File: src/rtl/bp_pkg.sv
// Shared helpers for the branch target buffer: counter reset/allocate values
// and the PC index/tag split.
package bp_pkg;

  localparam int BP_MAX_IDX_W = 8;

  // Weakly-taken value, used when a taken branch allocates an entry.
  function automatic int cnt_weak_t(input int cnt_w);
    return 1 << (cnt_w - 1);
  endfunction

  // Weakly-not-taken value, used on reset.
  function automatic int cnt_weak_nt(input int cnt_w);
    return (1 << (cnt_w - 1)) - 1;
  endfunction

  function automatic logic [BP_MAX_IDX_W-1:0] bp_index(input logic [63:0] pc, input int idx_w);
    logic [63:0] mask;
    mask = (64'd1 << idx_w) - 64'd1;
    return BP_MAX_IDX_W'((pc >> 2) & mask);
  endfunction

  function automatic logic [63:0] bp_tag(input logic [63:0] pc, input int idx_w);
    return pc >> (idx_w + 2);
  endfunction

endpackage

File: src/rtl/branch_predictor_bht_if.sv
// Fetch lookup, Execute training and statistics signals of the branch predictor.
interface branch_predictor_bht_if #(
  parameter int ADDR_W = 32,
  parameter int STAT_W = 16
);
  logic              flush_bp;
  logic [ADDR_W-1:0] currentPC;
  logic              BranchPredicted;
  logic [ADDR_W-1:0] currentBTA;
  logic              hit;
  logic              BranchE;
  logic              BranchPredictedE;
  logic              BranchTakenE;
  logic [ADDR_W-1:0] BranchPCE;
  logic [ADDR_W-1:0] ALUResultE;
  logic              mispredictE;
  logic [STAT_W-1:0] branch_cnt;
  logic [STAT_W-1:0] mispred_cnt;

  modport master (
    output flush_bp, currentPC, BranchE, BranchPredictedE, BranchTakenE, BranchPCE, ALUResultE,
    input  BranchPredicted, currentBTA, hit, mispredictE, branch_cnt, mispred_cnt
  );

  modport slave (
    input  flush_bp, currentPC, BranchE, BranchPredictedE, BranchTakenE, BranchPCE, ALUResultE,
    output BranchPredicted, currentBTA, hit, mispredictE, branch_cnt, mispred_cnt
  );
endinterface

File: src/rtl/sat_counter.sv
// Saturating up/down counter with a synchronous load; load beats inc beats dec.
module sat_counter #(
  parameter int           W       = 2,
  parameter logic [W-1:0] RST_VAL = '0
) (
  input  logic         clk,
  input  logic         rst,
  input  logic         inc,
  input  logic         dec,
  input  logic         load,
  input  logic [W-1:0] load_val,
  output logic [W-1:0] q
);
  logic [W-1:0] cnt_q, cnt_d;
  logic         sat_max, sat_min;

  // NOTE: every variable written here gets a default first, so no latch is inferred.
  always_comb begin
    sat_max = &cnt_q;
    sat_min = ~|cnt_q;
    cnt_d   = cnt_q;
    if (load)                cnt_d = load_val;
    else if (inc && !sat_max) cnt_d = cnt_q + 1'b1;
    else if (dec && !sat_min) cnt_d = cnt_q - 1'b1;
  end

  // NOTE: state is updated with non-blocking assignments only.
  always_ff @(posedge clk) begin
    if (rst) cnt_q <= RST_VAL;
    else     cnt_q <= cnt_d;
  end

  assign q = cnt_q;
endmodule

File: src/rtl/branch_predictor_bht.sv
// Direct-mapped BTB with saturating direction counters and misprediction stats.
// Optional BP_GSHARE_EN: counters indexed by PC index XOR a global history register.
module branch_predictor_bht
  import bp_pkg::*;
#(
  parameter int ADDR_W  = 32,
  parameter int ENTRIES = 16,
  parameter int TAG_W   = ADDR_W - $clog2(ENTRIES) - 2,
  parameter int CNT_W   = 2,
  parameter int STAT_W  = 16
) (
  input logic                   clk,
  input logic                   rst,
  branch_predictor_bht_if.slave bp
);
  localparam int IDX_W = $clog2(ENTRIES);
  localparam logic [CNT_W-1:0] CNT_WEAK_T  = CNT_W'(cnt_weak_t(CNT_W));
  localparam logic [CNT_W-1:0] CNT_WEAK_NT = CNT_W'(cnt_weak_nt(CNT_W));

  typedef struct packed {
    logic              valid;
    logic [TAG_W-1:0]  tag;
    logic [ADDR_W-1:0] target;
    logic [CNT_W-1:0]  cnt;
  } entry_t;

  logic [ENTRIES-1:0] valid_q, valid_d;
  logic [TAG_W-1:0]   tag_q    [ENTRIES];
  logic [TAG_W-1:0]   tag_d    [ENTRIES];
  logic [ADDR_W-1:0]  target_q [ENTRIES];
  logic [ADDR_W-1:0]  target_d [ENTRIES];
  logic [CNT_W-1:0]   cnt_val  [ENTRIES];
  logic [ENTRIES-1:0] cnt_inc, cnt_dec, cnt_load;

  logic [IDX_W-1:0]  lk_idx, lk_cidx, up_idx, up_cidx;
  logic [TAG_W-1:0]  lk_tag, up_tag;
  logic              up_hit;
  logic [ADDR_W-1:0] up_target;
  entry_t            lk_e;

`ifdef BP_GSHARE_EN
  logic [IDX_W-1:0] ghr_q, ghr_d;

  always_comb ghr_d = bp.BranchE ? IDX_W'({ghr_q, bp.BranchTakenE}) : ghr_q;

  always_ff @(posedge clk) begin
    if (rst) ghr_q <= '0;
    else     ghr_q <= ghr_d;
  end
`endif

  // Two read ports: lookup from fetch PC, update from the Execute branch PC.
  always_comb begin
    lk_idx = IDX_W'(bp_index(64'(bp.currentPC), IDX_W));
    lk_tag = TAG_W'(bp_tag(64'(bp.currentPC), IDX_W));
    up_idx = IDX_W'(bp_index(64'(bp.BranchPCE), IDX_W));
    up_tag = TAG_W'(bp_tag(64'(bp.BranchPCE), IDX_W));
`ifdef BP_GSHARE_EN
    lk_cidx = lk_idx ^ ghr_q;
    up_cidx = up_idx ^ ghr_q;
`else
    lk_cidx = lk_idx;
    up_cidx = up_idx;
`endif
    lk_e = '{valid:  valid_q[lk_idx],
             tag:    tag_q[lk_idx],
             target: target_q[lk_idx],
             cnt:    cnt_val[lk_cidx]};
    up_hit    = valid_q[up_idx] && (tag_q[up_idx] == up_tag);
    up_target = target_q[up_idx];
  end

  always_comb begin
    bp.hit             = lk_e.valid && (lk_e.tag == lk_tag);
    bp.BranchPredicted = bp.hit && lk_e.cnt[CNT_W-1];
    bp.currentBTA      = bp.hit ? lk_e.target : '0;
    bp.mispredictE     = bp.BranchE &&
                         ((bp.BranchPredictedE != bp.BranchTakenE) ||
                          (bp.BranchPredictedE && bp.BranchTakenE && (up_target != bp.ALUResultE)));
  end

  always_comb begin
    valid_d  = valid_q;
    tag_d    = tag_q;
    target_d = target_q;
    cnt_inc  = '0;
    cnt_dec  = '0;
    cnt_load = '0;
    if (bp.BranchE) begin
      if (up_hit) begin
        if (bp.BranchTakenE) begin
          cnt_inc[up_cidx]  = 1'b1;
          target_d[up_idx]  = bp.ALUResultE;
        end else begin
          cnt_dec[up_cidx]  = 1'b1;
        end
      end else if (bp.BranchTakenE) begin
        valid_d[up_idx]   = 1'b1;
        tag_d[up_idx]     = up_tag;
        target_d[up_idx]  = bp.ALUResultE;
        cnt_load[up_cidx] = 1'b1;
      end
    end
    // Flush clears valid bits even for an entry allocated in the same cycle.
    if (bp.flush_bp) valid_d = '0;
  end

  always_ff @(posedge clk) begin
    if (rst) valid_q <= '0;
    else     valid_q <= valid_d;
  end

  // NOTE: tags and targets have no reset; valid gates every use of them.
  always_ff @(posedge clk) begin
    if (!rst) begin
      tag_q    <= tag_d;
      target_q <= target_d;
    end
  end

  for (genvar i = 0; i < ENTRIES; i++) begin : g_cnt
    sat_counter #(.W(CNT_W), .RST_VAL(CNT_WEAK_NT)) u_cnt (
      .clk      (clk),
      .rst      (rst),
      .inc      (cnt_inc[i]),
      .dec      (cnt_dec[i]),
      .load     (cnt_load[i]),
      .load_val (CNT_WEAK_T),
      .q        (cnt_val[i])
    );
  end

  sat_counter #(.W(STAT_W), .RST_VAL('0)) u_branch_cnt (
    .clk      (clk),
    .rst      (rst),
    .inc      (bp.BranchE),
    .dec      (1'b0),
    .load     (1'b0),
    .load_val ('0),
    .q        (bp.branch_cnt)
  );

  sat_counter #(.W(STAT_W), .RST_VAL('0)) u_mispred_cnt (
    .clk      (clk),
    .rst      (rst),
    .inc      (bp.mispredictE),
    .dec      (1'b0),
    .load     (1'b0),
    .load_val ('0),
    .q        (bp.mispred_cnt)
  );
endmodule

File: src/flat_wrapper.sv
// flat-port wrapper written by rule: the top's interface ports become plain ports
module branch_predictor_bht_flat import bp_pkg::*;
#(
  parameter int ADDR_W  = 32,
  parameter int ENTRIES = 16,
  parameter int TAG_W   = ADDR_W - $clog2(ENTRIES) - 2,
  parameter int CNT_W   = 2,
  parameter int STAT_W  = 16
)
  (clk, rst, bp_flush_bp, bp_currentPC, bp_BranchE, bp_BranchPredictedE, bp_BranchTakenE, bp_BranchPCE, bp_ALUResultE, bp_BranchPredicted, bp_currentBTA, bp_hit, bp_mispredictE, bp_branch_cnt, bp_mispred_cnt);
  branch_predictor_bht_if #(.ADDR_W(ADDR_W), .STAT_W(STAT_W)) bp_i ();
  input logic clk;
  input logic rst;
  input wire logic [$bits(bp_i.flush_bp)-1:0] bp_flush_bp;
  input wire logic [$bits(bp_i.currentPC)-1:0] bp_currentPC;
  input wire logic [$bits(bp_i.BranchE)-1:0] bp_BranchE;
  input wire logic [$bits(bp_i.BranchPredictedE)-1:0] bp_BranchPredictedE;
  input wire logic [$bits(bp_i.BranchTakenE)-1:0] bp_BranchTakenE;
  input wire logic [$bits(bp_i.BranchPCE)-1:0] bp_BranchPCE;
  input wire logic [$bits(bp_i.ALUResultE)-1:0] bp_ALUResultE;
  output wire logic [$bits(bp_i.BranchPredicted)-1:0] bp_BranchPredicted;
  output wire logic [$bits(bp_i.currentBTA)-1:0] bp_currentBTA;
  output wire logic [$bits(bp_i.hit)-1:0] bp_hit;
  output wire logic [$bits(bp_i.mispredictE)-1:0] bp_mispredictE;
  output wire logic [$bits(bp_i.branch_cnt)-1:0] bp_branch_cnt;
  output wire logic [$bits(bp_i.mispred_cnt)-1:0] bp_mispred_cnt;
  assign bp_i.flush_bp = bp_flush_bp;
  assign bp_i.currentPC = bp_currentPC;
  assign bp_i.BranchE = bp_BranchE;
  assign bp_i.BranchPredictedE = bp_BranchPredictedE;
  assign bp_i.BranchTakenE = bp_BranchTakenE;
  assign bp_i.BranchPCE = bp_BranchPCE;
  assign bp_i.ALUResultE = bp_ALUResultE;
  assign bp_BranchPredicted = bp_i.BranchPredicted;
  assign bp_currentBTA = bp_i.currentBTA;
  assign bp_hit = bp_i.hit;
  assign bp_mispredictE = bp_i.mispredictE;
  assign bp_branch_cnt = bp_i.branch_cnt;
  assign bp_mispred_cnt = bp_i.mispred_cnt;
  branch_predictor_bht #(.ADDR_W(ADDR_W), .ENTRIES(ENTRIES), .TAG_W(TAG_W), .CNT_W(CNT_W), .STAT_W(STAT_W)) u_core (.clk(clk), .rst(rst), .bp(bp_i));
endmodule
File: config.mk
export PLATFORM = sky130hd
export DESIGN_NAME = branch_predictor_bht_flat
export DESIGN_NICKNAME = d
export VERILOG_FILES = /design/src/rtl/bp_pkg.sv /design/src/rtl/branch_predictor_bht_if.sv /design/src/rtl/sat_counter.sv /design/src/rtl/branch_predictor_bht.sv /design/src/flat_wrapper.sv
export SDC_FILE = /design/constraint.sdc
export NUM_CORES = 1
export LEC_CHECK = 0
export ABC_AREA = 1
export CAP_MARGIN = 10
export CELL_PAD_IN_SITES_DETAIL_PLACEMENT = 0
export CELL_PAD_IN_SITES_GLOBAL_PLACEMENT = 2
export CORE_UTILIZATION = 39
export CTS_CLUSTER_DIAMETER = 120
export DETAILED_ROUTE_END_ITERATION = 7
export PLACE_DENSITY = 0.82
export SLEW_MARGIN = 25
export SYNTH_ARGS = -nofsm -noshare
export SYNTH_HDL_FRONTEND = slang
export SYNTH_SLANG_ARGS = --single-unit
File: constraint.sdc
create_clock -name clk -period 5.8 [get_ports clk]
set_input_delay 0.58 -clock clk [delete_from_list [all_inputs] [get_ports clk]]
set_output_delay 0.58 -clock clk [all_outputs]
set_load 0.01 [all_outputs]
== After elaboration in Yosys (flattened, before gate mapping) ==
Index checks and enable logic that the tools add are counted.

* $add $sub $neg: 34
* Magnitude comparators: 6
* Mux-type cells: 84
* Bitwise operators: 5
* Reduce and logical (&&, ||, !) cells: 115
* Equal/unequal tests: 4

{| class="wikitable"
|+ Operators by type and width
! kind !! number
|-
| $bwmux W512 || 1
|-
| $bwmux W416 || 1
|-
| $bmux W32 S4 || 2
|-
| $bmux W26 S4 || 2
|-
| $mux W32 || 6
|-
| $mux W26 || 5
|-
| $demux W32 S4 || 1
|-
| $mux W16 || 8
|-
| $demux W26 S4 || 1
|-
| $mux W2 || 50
|-
| $eq A26 B26 Y1 || 2
|-
| $reduce_bool A3 Y1 || 16
|-
| $logic_and A1 B1 Y1 || 42
|-
| $reduce_or A2 Y1 || 17
|-
| $add A16 B1 Y16 const B || 2
|-
| $add A2 B1 Y2 const B || 16
|-
| $ne A32 B32 Y1 || 1
|-
| $reduce_and A16 Y1 || 2
|-
| $reduce_and A2 Y1 || 16
|-
| $sub A2 B1 Y2 const B || 16
|-
| $logic_not A1 Y1 || 18
|-
| $or A16 B16 Y16 || 1
|-
| $ge A5 B5 Y1 const B || 2
|-
| $lt A4 B5 Y1 const B || 2
|-
| other kinds (12) || 18
|}

* Register bits: 1,008
* Logic and storage cells: 299
* Output and inout bits: 67
* Bits of input ports: 102

== Logic depth before layout (Yosys ltp) ==
* Word-level depth: 12
* Gate-level depth with buffers: 25
* Gate-level depth less buffers: 22

== Hierarchy ==
From an unflattened synthesis, not the netlist that was laid out.

* Cells, all modules: 6,891
* Area total of the unflattened synthesis: 55,703.4 um^2

{| class="wikitable"
|+ By module, submodules not included
! module !! area an instance (um^2) !! times used !! seq. area each (um^2) !! cells each
|-
| branch_predictor_bht || 49,565.0 || 1 || 28,187.0 || 5,865
|-
| sat_counter (u_core.u_branch_cnt ...) || 1,747.9 || 2 || 320.3 || 297
|-
| sat_counter (u_core.g_cnt[0].u_cnt ...) || 165.2 || 16 || 40.0 || 27
|}

== Worst setup path before layout ==
No wires, ideal clock.

* Path kind: in2reg
* Start: input port bp_BranchPCE[3]
* End: register u_core.tag_q[390] (netlist bit), enable pin
* Required time: 5.358 ns
* Buffers on the path: 5
* Setup time: 0.442 ns
* Cell stages on the path: 19
* Arrival time: 4.095 ns
* Path slack: 1.263 ns
* Cell sequence: buf_4 > inv_2 > nor2_4 > buf_2 > buf_2 > nand2_1 > o21ai_1 > o21ai_1 > nand2_1 > nor2_1 > nor2_1 > nor2_1 > nand2_1 > nor2_1 > nand3_1 > nor2_2 > buf_2 > buf_1 > nor3_1

* Cells in the longest elaborated chain, start to end: 8
* Elaborated cells on any way between the ends: 10
* Classes of those cells: 1 x eq/ne; 5 x mux; 2 x bitwise; 2 x reduce/logical

{| class="wikitable"
|+ RTL lines
! item !! RTL line !! RTL
|-
| start, declared || flat_wrapper.sv:19 || <nowiki>input wire logic [$bits(bp_i.BranchPCE)-1:0] bp_BranchPCE;</nowiki>
|-
| $not A4 Y5 (not written as such) || branch_predictor_bht.sv:69 || <nowiki>up_hit = valid_q[up_idx] && (tag_q[up_idx] == up_tag);</nowiki>
|-
| $bmux W26 S4 || branch_predictor_bht.sv:69 ||
|-
| $mux W26 (not written as such) (2 in a row) || branch_predictor_bht.sv:69 ||
|-
| $eq A26 B26 Y1 || branch_predictor_bht.sv:69 ||
|-
| $logic_and A1 B1 Y1 (*) || branch_predictor_bht.sv:69 ||
|-
| $not A1 Y1 (no source line) (*) || -- ||
|-
| $reduce_and A4 Y1 (no source line) (*) || -- ||
|-
| end signal, assigned || branch_predictor_bht.sv:116 || <nowiki>tag_q <= tag_d;</nowiki>
|-
| end, declared || branch_predictor_bht.sv:28 || <nowiki>logic [TAG_W-1:0] tag_q [ENTRIES];</nowiki>
|}

Mark *: on every way between the ends. The rest lies on a longest branch, timed or not. The select of a mux whose other input is x is not followed.
A chain may end at the register's enable or synchronous reset.

== Final worst setup path ==
* Start: input port bp_currentPC[2]
* End: output port bp_currentBTA[12]

* Cells in the longest elaborated chain, start to end: 7
* Elaborated cells on any way between the ends: 12
* Classes of those cells: 1 x eq/ne; 9 x mux; 1 x bitwise; 1 x reduce/logical

{| class="wikitable"
|+ RTL lines
! item !! RTL line !! RTL
|-
| start, declared || flat_wrapper.sv:15 || <nowiki>input wire logic [$bits(bp_i.currentPC)-1:0] bp_currentPC;</nowiki>
|-
| $not A4 Y5 (not written as such) || branch_predictor_bht.sv:66, branch_predictor_bht.sv:67 ||
|-
| $bmux W26 S4 || branch_predictor_bht.sv:66 || <nowiki>tag: tag_q[lk_idx],</nowiki>
|-
| $mux W26 (not written as such) (2 in a row) || branch_predictor_bht.sv:66 ||
|-
| $eq A26 B26 Y1 || branch_predictor_bht.sv:74 || <nowiki>bp.hit = lk_e.valid && (lk_e.tag == lk_tag);</nowiki>
|-
| $logic_and A1 B1 Y1 || branch_predictor_bht.sv:74 ||
|-
| $mux W32 (*) || branch_predictor_bht.sv:76 || <nowiki>bp.currentBTA = bp.hit ? lk_e.target : '0;</nowiki>
|-
| end, declared || flat_wrapper.sv:22 || <nowiki>output wire logic [$bits(bp_i.currentBTA)-1:0] bp_currentBTA;</nowiki>
|}

Marks and branches as above.

==> summary.json <==
{
  "status": "completed",
  "worst-endpoint-arrival_ns": 4.45,
  "synth_top_cell_by_area": "edfxtp_1",
  "cts-htree-levels": 3,
  "number_of_antenna_violations_at_the_first_check_in_global_routing": 11,
  "p_total_w": 0.0173,
  "finalWirelength_um": 185000,
  "timing.slew.headroom_pct": 33.6,
  "grt_pass1_wl_um": 271000,
  "io_buffer_count": 164,
  "cp_max_fo": 75,
  "cell_at_the_root_of_the_clock_tree": "clkbuf_16",
  "io_pins": 169,
  "synth.cell_area_sq_um": 51900,
  "synth_largest_type_area_fraction_pct": 53.7,
  "critical_path_class": "in -> out",
  "finalNetCount": 6251,
  "final_setup_violation_count": 0,
  "synthCells": 6107,
  "area_delta_synth_final_pct": 15.1,
  "cp_data_required_time_ns": 5.22,
  "place_hpwl_um": 103000,
  "post-cts-setup-buffer-count": 0,
  "ys_seq_area_share_pct": 56.7,
  "grtUsageTotal_pct": 26.9,
  "grt_setup_unrepaired": "no",
  "route.detailed.drc": 0,
  "p_leak_nw": 23.3,
  "worst_setup_path_start_kind": "input port",
  "die-area_sq_um": 135000,
  "rr_worst_depth": 14,
  "placement.cell_area_sq_um": 55900,
  "drt_pass1_iterations": 5,
  "worstHoldPathType": "in -> reg",
  "post_cts_hold_buffer_count": 0,
  "worst_slew_pin_slew_ns": 0.994,
  "worstHoldStart": "rst",
  "fin_cells": 8007,
  "clkSinkCount": 1008,
  "cts_repair_resize_count": 0,
  "post_drt_via_cell_ratio": 5.46,
  "max_freq_mhz": 199,
  "worst_hold_path.endpoint": "u_core.g_cnt[10].u_cnt.q[1]$_SDFFE_PP0P_",
  "numPlacedInstances": 7785,
  "die_width_um": 367,
  "floorplan.initialDensity_pct": 39.4,
  "clock_tree.buffer_depth": 3,
  "setup.worst_path.end_class": "primary output",
  "worstSkewPairLatency_ns": 0.74,
  "global_route.overflow_total": 0,
  "synth.avg_cell_area_sq_um": 8.51,
  "ys_seq_elements": 1008,
  "grt_pass1_vias": 40500,
  "grt_start_max_net_pins": 185,
  "cts_buf_count": 114,
  "drtIter0Drc": 4449,
  "setup_total_negative_slack_ns": 0,
  "skew_ns": 0.0228,
  "hold_path_depth": 2,
  "period_share_pct": 86.8,
  "final_layout_size_suffix_gt1_share_pct": 6.05,
  "hold_ws_ns": 0.313,
  "report.final.hold_viol_count": 0,
  "multi_input_area_sq_um": 19300,
  "num_vias": 43700,
  "routed_wire_length_per_instance_um": 23.1,
  "synthesis.yosys.warnings": 0,
  "synthArstFlopShare_pct": 0,
  "synth_edf_count": 928,
  "ant_nets": 0,
  "routabilityCongestion": 0.811,
  "placement_rows": 133,
  "r2r-start": "u_core.tag_q[249]$_DFFE_PP_",
  "core_area_sq_um": 132000,
  "synthFlopType": "edfxtp_1",
  "finalWorstPathRequiredPeriod_ns": 5.03,
  "peakVddDrop_mv": 0.262,
  "power-per-cell-area_nw_per_um2": 289,
  "timing_max_transition_violations_final": 0,
  "fillers": 12700,
  "yosys_cell_types": 46,
  "reg2reg_slack_ns": 2.59,
  "clk_pin_slew_ns": 0.06,
  "syn-num-nets": 6212,
  "synth.area.top_cells": "edfxtp_1 54%, nand2_1 15%, o21ai_0 6.8%, a21oi_1 3.4%, inv_1 3.4%",
  "cts_tree": "built",
  "maxCapViolCount": 0,
  "stdcell_area_sq_um": 59800,
  "fp.dieH_um": 367,
  "sequential_cell_area_sq_um": 29500,
  "crit-reg2reg-capture": "u_core.tag_q[229]$_DFFE_PP_"
}
worst max-delay path by stage:
stage	startpoint	to	slack (ns)	depth (start not counted)
final	bp_currentPC[2]	bp_currentBTA[12]	0.77	16
after global routing	bp_currentPC[2]	bp_currentBTA[9]	0.61	14
after global placement	bp_currentPC[3]	bp_currentBTA[14]	0.86	15
after CTS	bp_currentPC[2]	bp_currentBTA[12]	0.81	16
after detailed placement	bp_currentPC[2]	bp_currentBTA[12]	0.83	16
after floorplan	bp_BranchPCE[3]	u_core.tag_q[390]$_DFFE_PP_	1.26	19
power by group:
group | total (W) | internal (W) | switching [W]
registers | 0.00800 | 0.00798 | 0.0000215
clock network | 0.00762 | 0.00456 | 0.00306
logic | 0.00167 | 0.000468 | 0.00120
total | 0.0173 | 0.0130 | 0.00428
flip-flops by register name (all words and copies together) (netlist names):
name	flops
u_core.g_cnt.u_cnt.q	32
u_core.tag_q	416
u_core.target_q	512
u_core.u_branch_cnt.q	16
u_core.u_mispred_cnt.q	16
u_core.valid_q	16
logic make-up after synthesis:
group,Yosys count,share of synthesized area [%]
AO/OA/AOI/OAI,1368,14.4
XOR/XNOR,24,0.405
adder cells (fa/ha/maj),3,0.0723
buffers and inverters,857,6.54
flip-flops,1008,56.7
multiplexers,1,0.0193
AND/OR/NAND/NOR,2846,21.8
worst max-delay path: stages:
cell and delay [ns]:
buf_8 0.46, buf_4 0.57, o21ai_0 0.17, a21oi_1 0.28, o221ai_1 0.20, nand2_1 0.23
inv_1 0.08, o21ai_0 0.18, nor2_1 0.07, nand2_1 0.07, nor2_1 0.04, nand3b_1 0.07
buf_4 0.50, buf_4 0.31, nor3_1 0.07, clkdlybuf4s50_1 0.51
stage by stage:
step	setup slack [ns]	utilization, %
after floorplan	1.26	-
after global placement	0.858	42.4
final	0.766	45.4
after detailed placement	0.833	42.4
after global routing	0.606	45.4
after CTS	0.814	45.4
layout by cell type, fill, tap and decap left out, types with 114 or more instances in the layout:
| cell | synthesis | final |
|---|---|---|
| o21ai_0 | 701 | 701 |
| clkbuf_16 | 0 | 117 |
| edfxtp_1 | 928 | 928 |
| inv_1 | 466 | 462 |
| nor2_1 | 384 | 366 |
| nand3_1 | 245 | 244 |
| clkdlybuf4s50_1 | 0 | 157 |
| buf_4 | 10 | 114 |
| a21oi_1 | 352 | 352 |
| nand2_1 | 2063 | 2063 |
routing by layer:
layer / vias to the layer above / global-route usage, % / part of all wire, % / wire length, um
li1: 20800 / - / - / -
met4: 10 / 6.46 / 1.9 / 3520
met5: - / 0 / 0.031 / 58
met2: 1580 / 43.0 / 46 / 84700
met3: 222 / 3.75 / 7.4 / 13700
met1: 21100 / 38.5 / 45 / 83300
synthesized netlist by cell type (all sizes together), types with 4 or more instances:
cell type  count
o221ai        29
xnor2         11
nor3          78
nor2         388
edfxtp       928
o22ai         51
a32o          13
o211ai       109
nor3b          4
inv          471
nand2       2066
a31oi          4
xor2          13
a21oi        352
o21bai         5
nand4         45
o21ai        774
buf          158
clkinv         4
nand3        256
dfxtp         80
a221oi        22
clkbuf       224
area by class of cell:
type / instances / area share, %
Clock buffer: 152 / 5.15
Multi-Input combinational cell: 4242 / 32.3
Inverter: 475 / 3.04
Sequential cell: 1008 / 49.3
Timing Repair Buffer: 305 / 5.16
Antenna cell: 4 / 0.0167
Tap cell: 1755 / 3.67
Clock inverter: 66 / 1.39
(Power assumes the default switching activity.)
